## src/rtl/axi_addr_demux.sv

```systemverilog
// axi_addr_demux: 1-to-N AXI4 address demultiplexer.
// Routes one master onto N_SLAVES windows by base/mask decode, keeps per-direction
// outstanding-burst counters with a locked target, and answers unmapped addresses
// with DECERR from a built-in responder.

package axi_addr_demux_pkg;
  localparam int AXI_ID_W   = 4;
  localparam int AXI_ADDR_W = 32;
  localparam int AXI_DATA_W = 32;

  typedef struct packed {
    logic [AXI_ID_W-1:0]     awid;
    logic [AXI_ADDR_W-1:0]   awaddr;
    logic [7:0]              awlen;
    logic [2:0]              awsize;
    logic [1:0]              awburst;
    logic                    awvalid;
    logic [AXI_DATA_W-1:0]   wdata;
    logic [AXI_DATA_W/8-1:0] wstrb;
    logic                    wlast;
    logic                    wvalid;
    logic                    bready;
    logic [AXI_ID_W-1:0]     arid;
    logic [AXI_ADDR_W-1:0]   araddr;
    logic [7:0]              arlen;
    logic [2:0]              arsize;
    logic [1:0]              arburst;
    logic                    arvalid;
    logic                    rready;
  } s_axi_mosi_t;

  typedef struct packed {
    logic                    awready;
    logic                    wready;
    logic [AXI_ID_W-1:0]     bid;
    logic [1:0]              bresp;
    logic                    bvalid;
    logic                    arready;
    logic [AXI_ID_W-1:0]     rid;
    logic [AXI_DATA_W-1:0]   rdata;
    logic [1:0]              rresp;
    logic                    rlast;
    logic                    rvalid;
  } s_axi_miso_t;
endpackage

module axi_addr_demux
  import axi_addr_demux_pkg::*;
#(
  parameter int                         N_SLAVES  = 2,
  parameter logic [N_SLAVES-1:0][31:0]  BASE_ADDR = {32'h8000_0000, 32'h1000_0000},
  parameter logic [N_SLAVES-1:0][31:0]  ADDR_MASK = {32'hFFFF_0000, 32'hFFFF_0000},
  parameter int                         MAX_OUTST = 4
) (
  input  logic        clk,
  input  logic        rst,
  input  s_axi_mosi_t mst_axi_mosi_i,
  output s_axi_miso_t mst_axi_miso_o,
  output s_axi_mosi_t slv_axi_mosi_o [N_SLAVES],
  input  s_axi_miso_t slv_axi_miso_i [N_SLAVES]
);

  localparam int             TW      = $clog2(N_SLAVES + 1);
  localparam int             CW      = $clog2(MAX_OUTST + 1);
  localparam logic [TW-1:0]  ERR     = TW'(N_SLAVES);
  localparam logic [CW-1:0]  CNT_MAX = CW'(MAX_OUTST);
  localparam logic [1:0]     DECERR  = 2'b11;

  typedef enum logic       {R_IDLE, R_DATA}         rd_st_e;
  typedef enum logic [1:0] {W_IDLE, W_DATA, W_RESP} wr_st_e;

  // Lowest matching window wins; no match selects the internal error target.
  function automatic logic [TW-1:0] decode(input logic [31:0] addr);
    logic [TW-1:0] t;
    t = ERR;
    for (int i = N_SLAVES - 1; i >= 0; i--) begin
      if ((addr & ADDR_MASK[i]) == BASE_ADDR[i]) t = TW'(i);
    end
    return t;
  endfunction

  // Outstanding counter step: simultaneous inc/dec cancel, never wraps.
  function automatic logic [CW-1:0] cnt_step(input logic [CW-1:0] c,
                                             input logic inc, input logic dec);
    logic [CW-1:0] n;
    n = c;
    if (inc && !dec && c != CNT_MAX) n = c + 1'b1;
    else if (dec && !inc && c != '0) n = c - 1'b1;
    return n;
  endfunction

  // Control state
  logic [CW-1:0] rd_cnt_q, rd_cnt_d, wr_cnt_q, wr_cnt_d, w_owed_q, w_owed_d;
  logic [TW-1:0] rd_tgt_q, rd_tgt_d, wr_tgt_q, wr_tgt_d;
  rd_st_e        rst_q, rst_d;
  wr_st_e        wst_q, wst_d;
  logic          err_ar_seen_q, err_ar_seen_d;
  logic [7:0]    err_rbeat_q, err_rbeat_d;

  // Error-responder data (not reset; only visible while a burst is tracked)
  logic [AXI_ID_W-1:0] err_rid_q, err_bid_q;
  logic [7:0]          err_rlen_q;

  // Decode and channel gating
  logic [TW-1:0] dec_rd, dec_wr;
  logic          rd_fwd, wr_fwd, w_open;
  logic          err_arvalid, err_awvalid;
  logic          err_arready, err_awready, err_wready;
  logic          err_rvalid, err_rlast, err_bvalid;
  logic          ar_rdy, aw_rdy, w_rdy;
  logic          ar_hs, aw_hs, w_last_hs, r_done, b_done;
  logic          err_ar_hs, err_aw_hs, err_r_hs, err_wlast_hs, err_b_hs;

  // Decode, stall decision and error-responder handshake terms
  always_comb begin
    dec_rd      = decode(mst_axi_mosi_i.araddr);
    dec_wr      = decode(mst_axi_mosi_i.awaddr);
    rd_fwd      = (rd_cnt_q == '0 || dec_rd == rd_tgt_q) && rd_cnt_q < CNT_MAX;
    wr_fwd      = (wr_cnt_q == '0 || dec_wr == wr_tgt_q) && wr_cnt_q < CNT_MAX;
    w_open      = w_owed_q != '0;
    err_arvalid = mst_axi_mosi_i.arvalid && rd_fwd && dec_rd == ERR;
    err_awvalid = mst_axi_mosi_i.awvalid && wr_fwd && dec_wr == ERR;
    err_arready = rst_q == R_IDLE && err_ar_seen_q && err_arvalid;
    err_awready = wst_q == W_IDLE && err_awvalid;
    err_wready  = wst_q == W_DATA;
    err_rvalid  = rst_q == R_DATA;
    err_rlast   = err_rbeat_q == err_rlen_q;
    err_bvalid  = wst_q == W_RESP;
  end

  // Master-facing ready muxes, selected by decode (AR/AW) or locked target (W)
  always_comb begin
    ar_rdy = 1'b0;
    aw_rdy = 1'b0;
    w_rdy  = 1'b0;
    if (rd_fwd) begin
      if (dec_rd == ERR) ar_rdy = err_arready;
      for (int i = 0; i < N_SLAVES; i++)
        if (dec_rd == TW'(i)) ar_rdy = slv_axi_miso_i[i].arready;
    end
    if (wr_fwd) begin
      if (dec_wr == ERR) aw_rdy = err_awready;
      for (int i = 0; i < N_SLAVES; i++)
        if (dec_wr == TW'(i)) aw_rdy = slv_axi_miso_i[i].awready;
    end
    if (w_open) begin
      if (wr_tgt_q == ERR) w_rdy = err_wready;
      for (int i = 0; i < N_SLAVES; i++)
        if (wr_tgt_q == TW'(i)) w_rdy = slv_axi_miso_i[i].wready;
    end
  end

  // Master-facing R/B muxes from the locked targets; silent when nothing is outstanding
  always_comb begin
    mst_axi_miso_o         = '0;
    mst_axi_miso_o.arready = ar_rdy;
    mst_axi_miso_o.awready = aw_rdy;
    mst_axi_miso_o.wready  = w_rdy;
    if (rd_cnt_q != '0) begin
      if (rd_tgt_q == ERR) begin
        mst_axi_miso_o.rvalid = err_rvalid;
        mst_axi_miso_o.rid    = err_rid_q;
        mst_axi_miso_o.rdata  = '0;
        mst_axi_miso_o.rresp  = DECERR;
        mst_axi_miso_o.rlast  = err_rlast;
      end
      for (int i = 0; i < N_SLAVES; i++) begin
        if (rd_tgt_q == TW'(i)) begin
          mst_axi_miso_o.rvalid = slv_axi_miso_i[i].rvalid;
          mst_axi_miso_o.rid    = slv_axi_miso_i[i].rid;
          mst_axi_miso_o.rdata  = slv_axi_miso_i[i].rdata;
          mst_axi_miso_o.rresp  = slv_axi_miso_i[i].rresp;
          mst_axi_miso_o.rlast  = slv_axi_miso_i[i].rlast;
        end
      end
    end
    if (wr_cnt_q != '0) begin
      if (wr_tgt_q == ERR) begin
        mst_axi_miso_o.bvalid = err_bvalid;
        mst_axi_miso_o.bid    = err_bid_q;
        mst_axi_miso_o.bresp  = DECERR;
      end
      for (int i = 0; i < N_SLAVES; i++) begin
        if (wr_tgt_q == TW'(i)) begin
          mst_axi_miso_o.bvalid = slv_axi_miso_i[i].bvalid;
          mst_axi_miso_o.bid    = slv_axi_miso_i[i].bid;
          mst_axi_miso_o.bresp  = slv_axi_miso_i[i].bresp;
        end
      end
    end
  end

  // Slave-facing broadcast of payload with valids/readies steered to one port only
  always_comb begin
    for (int i = 0; i < N_SLAVES; i++) begin
      slv_axi_mosi_o[i]         = mst_axi_mosi_i;
      slv_axi_mosi_o[i].arvalid = mst_axi_mosi_i.arvalid && rd_fwd && dec_rd == TW'(i);
      slv_axi_mosi_o[i].awvalid = mst_axi_mosi_i.awvalid && wr_fwd && dec_wr == TW'(i);
      slv_axi_mosi_o[i].wvalid  = mst_axi_mosi_i.wvalid && w_open && wr_tgt_q == TW'(i);
      slv_axi_mosi_o[i].rready  = mst_axi_mosi_i.rready && rd_cnt_q != '0 &&
                                  rd_tgt_q == TW'(i);
      slv_axi_mosi_o[i].bready  = mst_axi_mosi_i.bready && wr_cnt_q != '0 &&
                                  wr_tgt_q == TW'(i);
    end
  end

  // Handshake events seen by the master port
  always_comb begin
    ar_hs        = mst_axi_mosi_i.arvalid && ar_rdy;
    aw_hs        = mst_axi_mosi_i.awvalid && aw_rdy;
    w_last_hs    = mst_axi_mosi_i.wvalid && w_rdy && mst_axi_mosi_i.wlast;
    r_done       = mst_axi_miso_o.rvalid && mst_axi_mosi_i.rready && mst_axi_miso_o.rlast;
    b_done       = mst_axi_miso_o.bvalid && mst_axi_mosi_i.bready;
    err_ar_hs    = ar_hs && dec_rd == ERR;
    err_aw_hs    = aw_hs && dec_wr == ERR;
    err_r_hs     = err_rvalid && mst_axi_mosi_i.rready;
    err_wlast_hs = err_wready && w_last_hs;
    err_b_hs     = err_bvalid && mst_axi_mosi_i.bready;
  end

  // Next state for counters, locked targets and both error-responder FSMs
  always_comb begin
    rd_cnt_d      = cnt_step(rd_cnt_q, ar_hs, r_done);
    wr_cnt_d      = cnt_step(wr_cnt_q, aw_hs, b_done);
    w_owed_d      = cnt_step(w_owed_q, aw_hs, w_last_hs);
    rd_tgt_d      = ar_hs ? dec_rd : rd_tgt_q;
    wr_tgt_d      = aw_hs ? dec_wr : wr_tgt_q;
    rst_d         = rst_q;
    wst_d         = wst_q;
    err_rbeat_d   = err_rbeat_q;
    err_ar_seen_d = (rst_q == R_IDLE) && err_arvalid && !err_ar_hs;
    case (rst_q)
      R_IDLE: if (err_ar_hs) begin
        rst_d       = R_DATA;
        err_rbeat_d = '0;
      end
      R_DATA: if (err_r_hs) begin
        if (err_rlast) rst_d = R_IDLE;
        else           err_rbeat_d = err_rbeat_q + 1'b1;
      end
      default: rst_d = R_IDLE;
    endcase
    case (wst_q)
      W_IDLE:  if (err_aw_hs)    wst_d = W_DATA;
      W_DATA:  if (err_wlast_hs) wst_d = W_RESP;
      W_RESP:  if (err_b_hs)     wst_d = W_IDLE;
      default: wst_d = W_IDLE;
    endcase
  end

  // Control registers with synchronous reset
  always_ff @(posedge clk) begin
    if (rst) begin
      rd_cnt_q      <= '0;
      wr_cnt_q      <= '0;
      w_owed_q      <= '0;
      rd_tgt_q      <= '0;
      wr_tgt_q      <= '0;
      rst_q         <= R_IDLE;
      wst_q         <= W_IDLE;
      err_ar_seen_q <= 1'b0;
      err_rbeat_q   <= '0;
    end else begin
      rd_cnt_q      <= rd_cnt_d;
      wr_cnt_q      <= wr_cnt_d;
      w_owed_q      <= w_owed_d;
      rd_tgt_q      <= rd_tgt_d;
      wr_tgt_q      <= wr_tgt_d;
      rst_q         <= rst_d;
      wst_q         <= wst_d;
      err_ar_seen_q <= err_ar_seen_d;
      err_rbeat_q   <= err_rbeat_d;
    end
  end

  // Latch ID/length of the burst taken by the error responder
  always_ff @(posedge clk) begin
    if (err_ar_hs) begin
      err_rid_q  <= mst_axi_mosi_i.arid;
      err_rlen_q <= mst_axi_mosi_i.arlen;
    end
    if (err_aw_hs) err_bid_q <= mst_axi_mosi_i.awid;
  end

endmodule

```

## config.mk

```make
export PLATFORM = sky130hd
export DESIGN_NAME = axi_addr_demux
export DESIGN_NICKNAME = d
export VERILOG_FILES = /design/src/rtl/axi_addr_demux.sv
export SDC_FILE = /design/constraint.sdc
export NUM_CORES = 1
export LEC_CHECK = 0
export BUFFER_PORTS_ARGS = -buffer_cell sky130_fd_sc_hd__buf_2
export CORE_AREA = 2 2 226 228
export CTS_CLUSTER_SIZE = 16
export DETAILED_ROUTE_END_ITERATION = 6
export DIE_AREA = 0 0 228 230
export PLACE_DENSITY_LB_ADDON = 0.05
export SETUP_SLACK_MARGIN = 0.5
export SLEW_MARGIN = 10
export SYNTH_ARGS = -nofsm -noshare
export SYNTH_HDL_FRONTEND = slang
export SYNTH_SLANG_ARGS = --single-unit
```

## constraint.sdc

```tcl
create_clock -name clk -period 2.4 [get_ports clk]
set_input_delay 0.24 -clock clk [delete_from_list [all_inputs] [get_ports clk]]
set_output_delay 0.24 -clock clk [all_outputs]
set_load 0.01 [all_outputs]
```

### Word level (Yosys, flattened, before mapping)

Cells that the tools add are included.

* flip-flop bits (word level): 41
* input bits: 242
* output and inout port bits: 330
* logic and storage cells: 161

* add/sub/neg operators: 7
* magnitude comparators: 2
* equal/unequal tests: 26
* mux-type cells: 42
* bitwise logic cells: 1
* reductions and logical operators: 71

Operators with widths (number)
* 40-bit two-way mux: 4
* 1-bit logical AND: 48
* 16-bit by 13-bit == test with 1-bit output (second input constant): 2
* 16-bit == test (second input constant): 2
* 7-bit two-way mux: 4
* 8-bit two-way mux: 3
* 3-bit two-way mux: 6
* 8-bit case mux with 2 select lines: 1
* 1-bit two-way mux: 15
* 2-bit two-way mux: 7
* 2-bit by 1-bit == test with 1-bit output (second input constant): 5
* 2-bit == test (second input constant): 5
* 2-bit logical NOT: 5
* 3-bit by 1-bit adder with 3-bit output (second input constant): 3
* 3-bit != test (second input constant): 3
* 3-bit nonzero test: 3
* 3-bit by 1-bit subtractor with 3-bit output (second input constant): 3
* 8-bit by 1-bit adder with 8-bit output (second input constant): 1
* 8-bit == test: 1
* 1-bit logical NOT: 6
* 3-bit logical NOT: 2
* 3-bit less-than comparator (second input constant): 2
* 2-bit by 1-bit != test with 1-bit output (second input constant): 3
* 2-bit != test (second input constant): 3
* other kinds (7): 12

### Logic depth before layout (Yosys ltp)

Gate-level depths: netlist (run 1).

* word-level depth: 19
* gate-level depth with buffers: 12
* depth with buffers taken out: 11

### Worst setup path after synthesis (run 1)

OpenSTA, ideal clock, no wires.

* path kind: register -> register
* start point: reg wr_cnt_q[0]
* end point: reg wr_cnt_q[2]
* setup time: 74 ps
* arrival: 2419 ps
* required time: 2326 ps
* slack: -93 ps
* cell stages (with the launch flop): 9
* buffers on the path: 1
* clock period less this slack: 2493 ps
* path through: dfxtp_1 > nor3_1 > nand2b_1 > or2_2 > clkbuf_1 > nand2_1 > fa_1 > or4_1 > a31oi_1

* longest elaborated chain between the ends: 15
* elaborated cells between the ends (all ways): 27
* those cells by class: 2 x add/sub; 1 x order compare; 1 x eq/ne; 7 x mux; 16 x reduce/logical

RTL lines
* start: declaration: RTL line 93 `logic [CW-1:0] rd_cnt_q, rd_cnt_d, wr_cnt_q, wr_cnt_d, w_owed_q, w_owed_d;`
* start signal: assignment: RTL line 265 `wr_cnt_q <= wr_cnt_d;`
* parallel branches: the longest is 15 deep, another holds 3-bit less-than comparator

Parallel ways; which one is timed is not known. The select of a mux whose other input is x is not followed.
A chain may end at the register's enable or synchronous reset.

==> results of run 1 <==
==> repair_timing <==
action / 4_1_cts / 5_1_grt
setup buffers: 24 / 12
cloned: 6 / 0
setup endpoints to repair: 89 / 91
resized for setup: 149 / 119
pin swaps: 61 / 20
==> state kept, by name, summed over array words and instances (netlist names) <==
name	cells
rd_cnt_q	3
err_rid_q	4
err_bid_q	4
err_rbeat_q	8
rd_tgt_q	2
err_rvalid	1
w_owed_q	3
wst_q	2
wr_tgt_q	2
err_rlen_q	8
wr_cnt_q	3
err_ar_seen_q	1
==> power breakdown <==
group | internal (µW) | switching (µW) | leakage, µW
logic | 1670 | 1520 | 0.00282
clock network | 390 | 361 | 0.0000738
registers | 837 | 109 | 0.000355
==> logic make-up after synthesis <==
logic type,count (synthesis),synth area share
AO/OA/AOI/OAI,61,0.07481
XOR/XNOR,18,0.03070
adder cells (fa/ha/maj),4,0.01413
buffers and inverters,295,0.4167
flip-flops,41,0.1910
multiplexers,47,0.09210
AND/OR/NAND/NOR,185,0.1806
==> per-layer routing <==
layer  share of wire  routed length, µm  track usage  vias up
met1            0.34               8643      0.08886     2065
met5               0                  0     0.005515        -
met4           0.038                950      0.03942        0
met3           0.081               2030      0.03212       72
li1                -                  -            -     2207
met2            0.54              13540       0.1723      243
==> cell usage in the layout (no fill, tap or decap), drive strengths merged, types with 2 or more instances in the layout <==
master and instances:
and4 2, a211oi 6, xor2 12, a31oi 3
o21ai 7, clkbuf 5, mux2i 45, nor3 12
nor4bb 2, xnor2 6, nor2 94, nand3 4
nor2b 7, inv 3, edfxtp 16, nand2b 16
o22a 2, fa 3, or3b 4, mux2 2
nand2 12, a21oi 33, dfxtp 25, or2 3
nor4 11, nand3b 3, nand4 5, a2111oi 2
nor3b 6, clkinv 4, o22ai 2, buf 432
==> final cells by class <==
type	count	area [µm²]	share of cell area
sequential	41	997.2	0.1259
antenna	1	2.502	0.0003161
clock buffer	5	125.1	0.01580
timing repair buffer	432	3012	0.3804
multi-input combinational	315	2890	0.3650
tap	672	840.8	0.1062
inverter	4	27.53	0.003477
clock inverter	3	22.52	0.002845
==> final timing paths <==
| path | endpoint | slack, ns | depth (start not counted) |
|---|---|---|---|
| max | mst_axi_miso_o[40] | -0.10 | 9 |
| min | err_bid_q[2]$_DFFE_PP_ | 0.13 | 1 |
| max reg2reg | err_rlen_q[0]$_DFFE_PP_ | 0.08 | 12 |
| min reg2reg | err_ar_seen_q$_SDFF_PP0_ | 0.46 | 1 |
==> metrics by stage <==
| stage | utilization | power (µW) | hold slack (ns) |
|---|---|---|---|
| after floorplan | - | 2376 | 0.3389 |
| after global placement | 0.1241 | 3155 | 0.4418 |
| after detailed placement | 0.1241 | 3109 | 0.4418 |
| after CTS | 0.1466 | 4644 | 0.1029 |
| after global routing | 0.1588 | 5278 | 0.1054 |
| final | 0.1588 | 4885 | 0.1276 |
==> results by group, run 1 <==
GRT
  • Total congestion overflow: 0
  • Vias in the first global route: 4778
  • Largest net degree at the start of global routing: 24
  • Global-route usage over all layers: 0.09111
  • Antenna violations before repair: 1
  • First-pass GRT wire length: 34500 µm

Worst setup path
  • Worst EP arrival: 2.26 ns
  • Most frequent CP cell: buf_4
  • WP data required: 2.16 ns
  • Max incr delay on CP: 0.37 ns
  • Crit start category: flop
  • Critical path startpoint: rd_tgt_q[0]$_SDFFE_PP0P_
  • CP Class: reg -> out
  • Crit path buf inv count: 3
  • Max FO, Critical Path: 2
  • CP delay by family, top: simple AND/OR/NAND/NOR gates
  • Slowest CP cell: or3b_4
  • RR Startpoint: rd_tgt_q[0]$_SDFFE_PP0P_
  • Worst Setup End Kind: output pin
  • Crit path cell chain: or3b_4 > a21oi_2 > buf_4 > a211oi_4 > nor4_2 > nand2_1 > a2111oi_4 > buf_4 > buf_6

Logic synthesis
  • Post-synth EDFFs: 16
  • Avg Synthesized Cell Area: 7.888 µm²
  • Ranking of synthesized cells by area: buf_4, dfxtp_1, edfxtp_1
  • Yosys cell types: 49
  • Post-synth top area cell: buf_4
  • Netlist Area Pre-Place: 5135 µm²
  • Top-count cell post-synth: buf_4
  • Primary FF master, synth: dfxtp_1
  • Synthesized flop and latch total: 41
  • Synthesized Nets: 897
  • YS warnings: 0
  • Most instantiated cells after synthesis: buf_4, nor2_1, mux2i_1
  • Post-synth ARST share: 0
  • Synthesized instance count: 651
  • Yosys top cell area share: 0.4006
  • Post-synthesis sequential area ratio: 0.1910

Placed design
  • Final GP Congestion: 0.7303
  • Pre-CTS setup slack: -0.5288 ns
  • Cell total after placement: 1422
  • Placed cell areas: 6188 µm²
  • Port bufs: 313
  • Post-DP HPWL: 20590 µm

Timing
  • RSZ-0062 raised after global routing: true
  • Setup slack after layout: -0.1012 ns
  • # setup viols final: 1
  • Final setup TNS: -0.1012 ns
  • Final period util: 1.042
  • Max-slew headroom: 0.5664
  • Worst-margin pin slew: 0.6504 ns
  • Final Hold Vio Count: 0
  • Final slew viol count: 0
  • Fmax: 399.8 MHz
  • Fin crit period: 2.501 ns
  • Final Skew: 0.009393 ns

Route
  • Post-route antenna net violation count: 0
  • Wire per inst: 17.09 µm
  • Routed Wire Length: 25170 µm
  • Initial drt markers: 101
  • Total number of vias: 4587
  • Drt pass-1 iters: 4
  • DR vias/cell: 3.114
  • Drc violations: 0

Die
  • Chip height: 230 µm
  • Area of the core: 49860 µm²
  • Die area: 52440 µm²
  • IO Pins: 572
  • Initial Utilization: 0.1030
  • Die Width: 228 µm
  • Cell row count: 82

Clock network
  • Root Buffer: clkbuf_16
  • CTS Buf Count: 5
  • CTS tree: built
  • H-tree depth: 2
  • Longest Clk Path Bufs: 2
  • Post-CTS Hold Fix Bufs: 0
  • Clk sink count: 41
  • Clock Latency Late Sink: 0.31 ns
  • CTS clk-pin slew, worst paths: 0.07 ns

Cells and area
  • Layout area overhead: 54.19%
  • # fillers: 5694
  • Fraction of layout cells with a size suffix above 1: 0.7263
  • Non-Filler Instances: 1473
  • Nets: 1045
  • Finished Cell Area: 7918 µm²

Power and ir drop
  • Static leakage: 0.003251 µW
  • Cell area power density: 617.0 nW/µm²
  • VDD IR max: 0.0002292 V

Run status
  • Status: complete, but fails checks
  • Failing checks: negative setup slack

Job
  • Maxcap violations: 0

Worst hold path
  • Min-Delay Path Class: in -> reg
  • Hold_sp: mst_axi_mosi_i[138]
Note: power is estimated with default switching activity, not from simulation.
==> run 2: changes to the inputs <==
--- a/config.mk
+++ b/config.mk
@@ -6,6 +6,8 @@
 export NUM_CORES = 1
 export LEC_CHECK = 0
 export BUFFER_PORTS_ARGS = -buffer_cell sky130_fd_sc_hd__buf_2
+export CELL_PAD_IN_SITES_DETAIL_PLACEMENT = 1
+export CELL_PAD_IN_SITES_GLOBAL_PLACEMENT = 2
 export CORE_AREA = 2 2 226 228
 export CTS_CLUSTER_SIZE = 16
 export DETAILED_ROUTE_END_ITERATION = 6
==> run 2 against run 1 <==
Against the previous run:
- the run still ends with negative setup slack left
- combinational power fell by 5%
- largest cell class is now multi-input gates
- via count rose by 1.5%
- core utilization fell by 0.57 points
==> results by group, run 2 (synthesis results as in run 1) <==
Placed design
  • Final GP Congestion: 0.7159
  • Cell total after placement: 1414
  • Port bufs: 313
  • Post-DP HPWL: 20910 µm

Clock network
  • CTS tree: built
  • Root Buffer: clkbuf_16
  • Clock Latency Late Sink: 0.30 ns
  • CTS Buf Count: 5
  • Clk sink count: 41
  • CTS clk-pin slew, worst paths: 0.07 ns
  • H-tree depth: 2
  • Longest Clk Path Bufs: 2

Worst hold path
  • Min-Delay Path Class: in -> reg
  • Hold_sp: mst_axi_mosi_i[13]
  • End of the worst hold path: err_rlen_q[6]$_DFFE_PP_
  • Cells on Worst Hold Path: 1

Worst setup path
  • R2r endpoint: err_rlen_q[7]$_DFFE_PP_
  • Max FO, Critical Path: 12
  • RR Startpoint: rd_tgt_q[0]$_SDFFE_PP0P_
  • Max incr delay on CP: 0.38 ns
  • CP delay by family, top: buffers and inverters
  • Worst Setup End Kind: flop
  • Worst EP arrival: 2.45 ns
  • Crit start category: flop
  • Most frequent CP cell: buf_6
  • Crit path buf inv count: 7
  • WP data required: 2.42 ns
  • Slowest CP cell: or3b_4
  • Reg2Reg Depth: 12
  • R2R Setup Slk: -0.03 ns
  • CP Class: reg -> reg
  • Crit path cell chain: or3b_4 > a21oi_4 > a211oi_2 > nor4_2 > nand2_1 > buf_4 > buf_6 > buf_6 > buf_6 > buf_6 > clkinvlp_4 > buf_12

Job
  • Maxcap violations: 0

Cells and area
  • # fillers: 5927
  • Biggest regs: err_rbeat_q (8), err_rlen_q (8)
  • Most frequent cells in the layout: buf_2, buf_4, buf_6, nor2_1, mux2i_1
  • ANT cells: 0
  • Layout area overhead: 48.66%
  • Non-Filler Instances: 1458
  • Nets: 1031
  • Fraction of layout cells with a size suffix above 1: 0.7163
  • Most common cell after layout, fill and taps aside: buf_2

Timing
  • RSZ-0062 raised after global routing: true
  • Setup slack after layout: -0.03294 ns
  • Final period util: 1.014
  • Final Hold Vio Count: 0
  • Worst hold slack: 0.1384 ns
  • Fin crit period: 2.433 ns
  • Final slew viol count: 0
  • Fmax: 411.0 MHz
  • Worst-margin pin slew: 0.6481 ns
  • Final Skew: 0.005374 ns
  • # setup viols final: 14
  • Max-slew headroom: 0.5679

Route
  • Total number of vias: 4656
  • DR vias/cell: 3.193
  • Initial drt markers: 78
  • Post-route antenna net violation count: 0
  • Drt pass-1 iters: 4
  • Drc violations: 0
  • Wire per inst: 17.09 µm
  • Routed Wire Length: 24920 µm

GRT
  • Largest net degree at the start of global routing: 33
  • Total congestion overflow: 0
  • Vias in the first global route: 4979
  • Antenna violations before repair: 0
  • First-pass GRT wire length: 34140 µm
  • Global-route usage over all layers: 0.08727

Die
  • Chip height: 230 µm
  • IO Pins: 572
  • Cell row count: 82
  • Die area: 52440 µm²
  • Die Width: 228 µm
  • Initial Utilization: 0.1030
  • Area of the core: 49860 µm²

Power and ir drop
  • Switch Pwr: 1919 µW
  • Sw frac: 0.3993
  • Comb pwr share: 0.628
  • Internal Pwr Total: 2887 µW
  • Cell area power density: 629.6 nW/µm²
  • VDD IR max: 0.0002380 V
  • Clk pwr share: 0.170
  • Sequential Power Share: 0.201
  • Static leakage: 0.003107 µW

Run status
  • Status: complete, but fails checks
  • Failing checks: negative setup slack
run 2: stage by stage:
stage / utilization / setup TNS (ns) / power [µW] / setup WS (ns) / area (µm²)
6_report: 0.1531 / -0.3858 / 4806 / -0.03294 / 7634
5_1_grt: 0.1531 / -2.992 / 5166 / -0.1588 / 7634
4_1_cts: 0.1368 / -0.03548 / 4316 / -0.03548 / 6823
3_5_place_dp: 0.1227 / -2.118 / 3067 / -0.2593 / 6116
3_3_place_gp: 0.1227 / -1.895 / 3083 / -0.3230 / 6116
2_1_floorplan: - / 0 / 2376 / 0.1594 / 5299
run 2: worst max-delay path by stage:
stage	startpoint	to	slack, ns	cells after the start
final	rd_tgt_q[0]$_SDFFE_PP0P_	err_rlen_q[7]$_DFFE_PP_	-0.03	12
after global routing	rd_tgt_q[0]$_SDFFE_PP0P_	mst_axi_miso_o[40]	-0.16	8
after CTS	rd_tgt_q[0]$_SDFFE_PP0P_	mst_axi_miso_o[40]	-0.04	8
after detailed placement	mst_axi_mosi_i[42]	mst_axi_miso_o[40]	-0.26	10
after global placement	mst_axi_mosi_i[42]	mst_axi_miso_o[40]	-0.32	10
after floorplan	mst_axi_mosi_i[35]	rd_cnt_q[2]$_SDFFE_PP0P_	0.16	9
run 2: layout make-up:
class | count | area [µm²] | share of cell area
clock buffers | 6 | 128.9 | 0.01688
flip-flops and latches | 41 | 1008 | 0.1321
well taps | 672 | 840.8 | 0.1101
clock inverters | 2 | 38.79 | 0.005081
repair buffers | 418 | 2775 | 0.3635
multi-input cells | 315 | 2823 | 0.3698
inverters | 4 | 18.77 | 0.002459
run 2: routing by layer:
layer | track usage | part of all wire | up-vias
met5 | 0.004596 | 0 | -
met1 | 0.09163 | 0.37 | 2190
met3 | 0.02790 | 0.070 | 67
li1 | - | - | 2166
met4 | 0.03350 | 0.031 | 0
met2 | 0.1610 | 0.53 | 233
run 2: what timing repair did:
item,4_1_cts,5_1_grt
gates cloned,0,3
gates resized for setup,96,155
hold buffers,0,0
endpoints found under the setup margin,83,89
pin swaps,37,33
buffers inserted,18,15
run 2: power by group through the flow:
stage	Clock [µW]	Combinational, µW	Sequential [µW]
2_1_floorplan	0	1450	929
3_3_place_gp	0	2120	960
6_report	819	3020	967
5_1_grt	895	3280	988
4_1_cts	865	2490	962
3_5_place_dp	0	2110	962
run 2: worst register-to-register path: cells and delay by family, from the launching register on:
family          cells  cell delay [ns]
simple gates        3             0.71
compound gates      2             0.25
flops               1             0.32
buf+inv             7             0.86
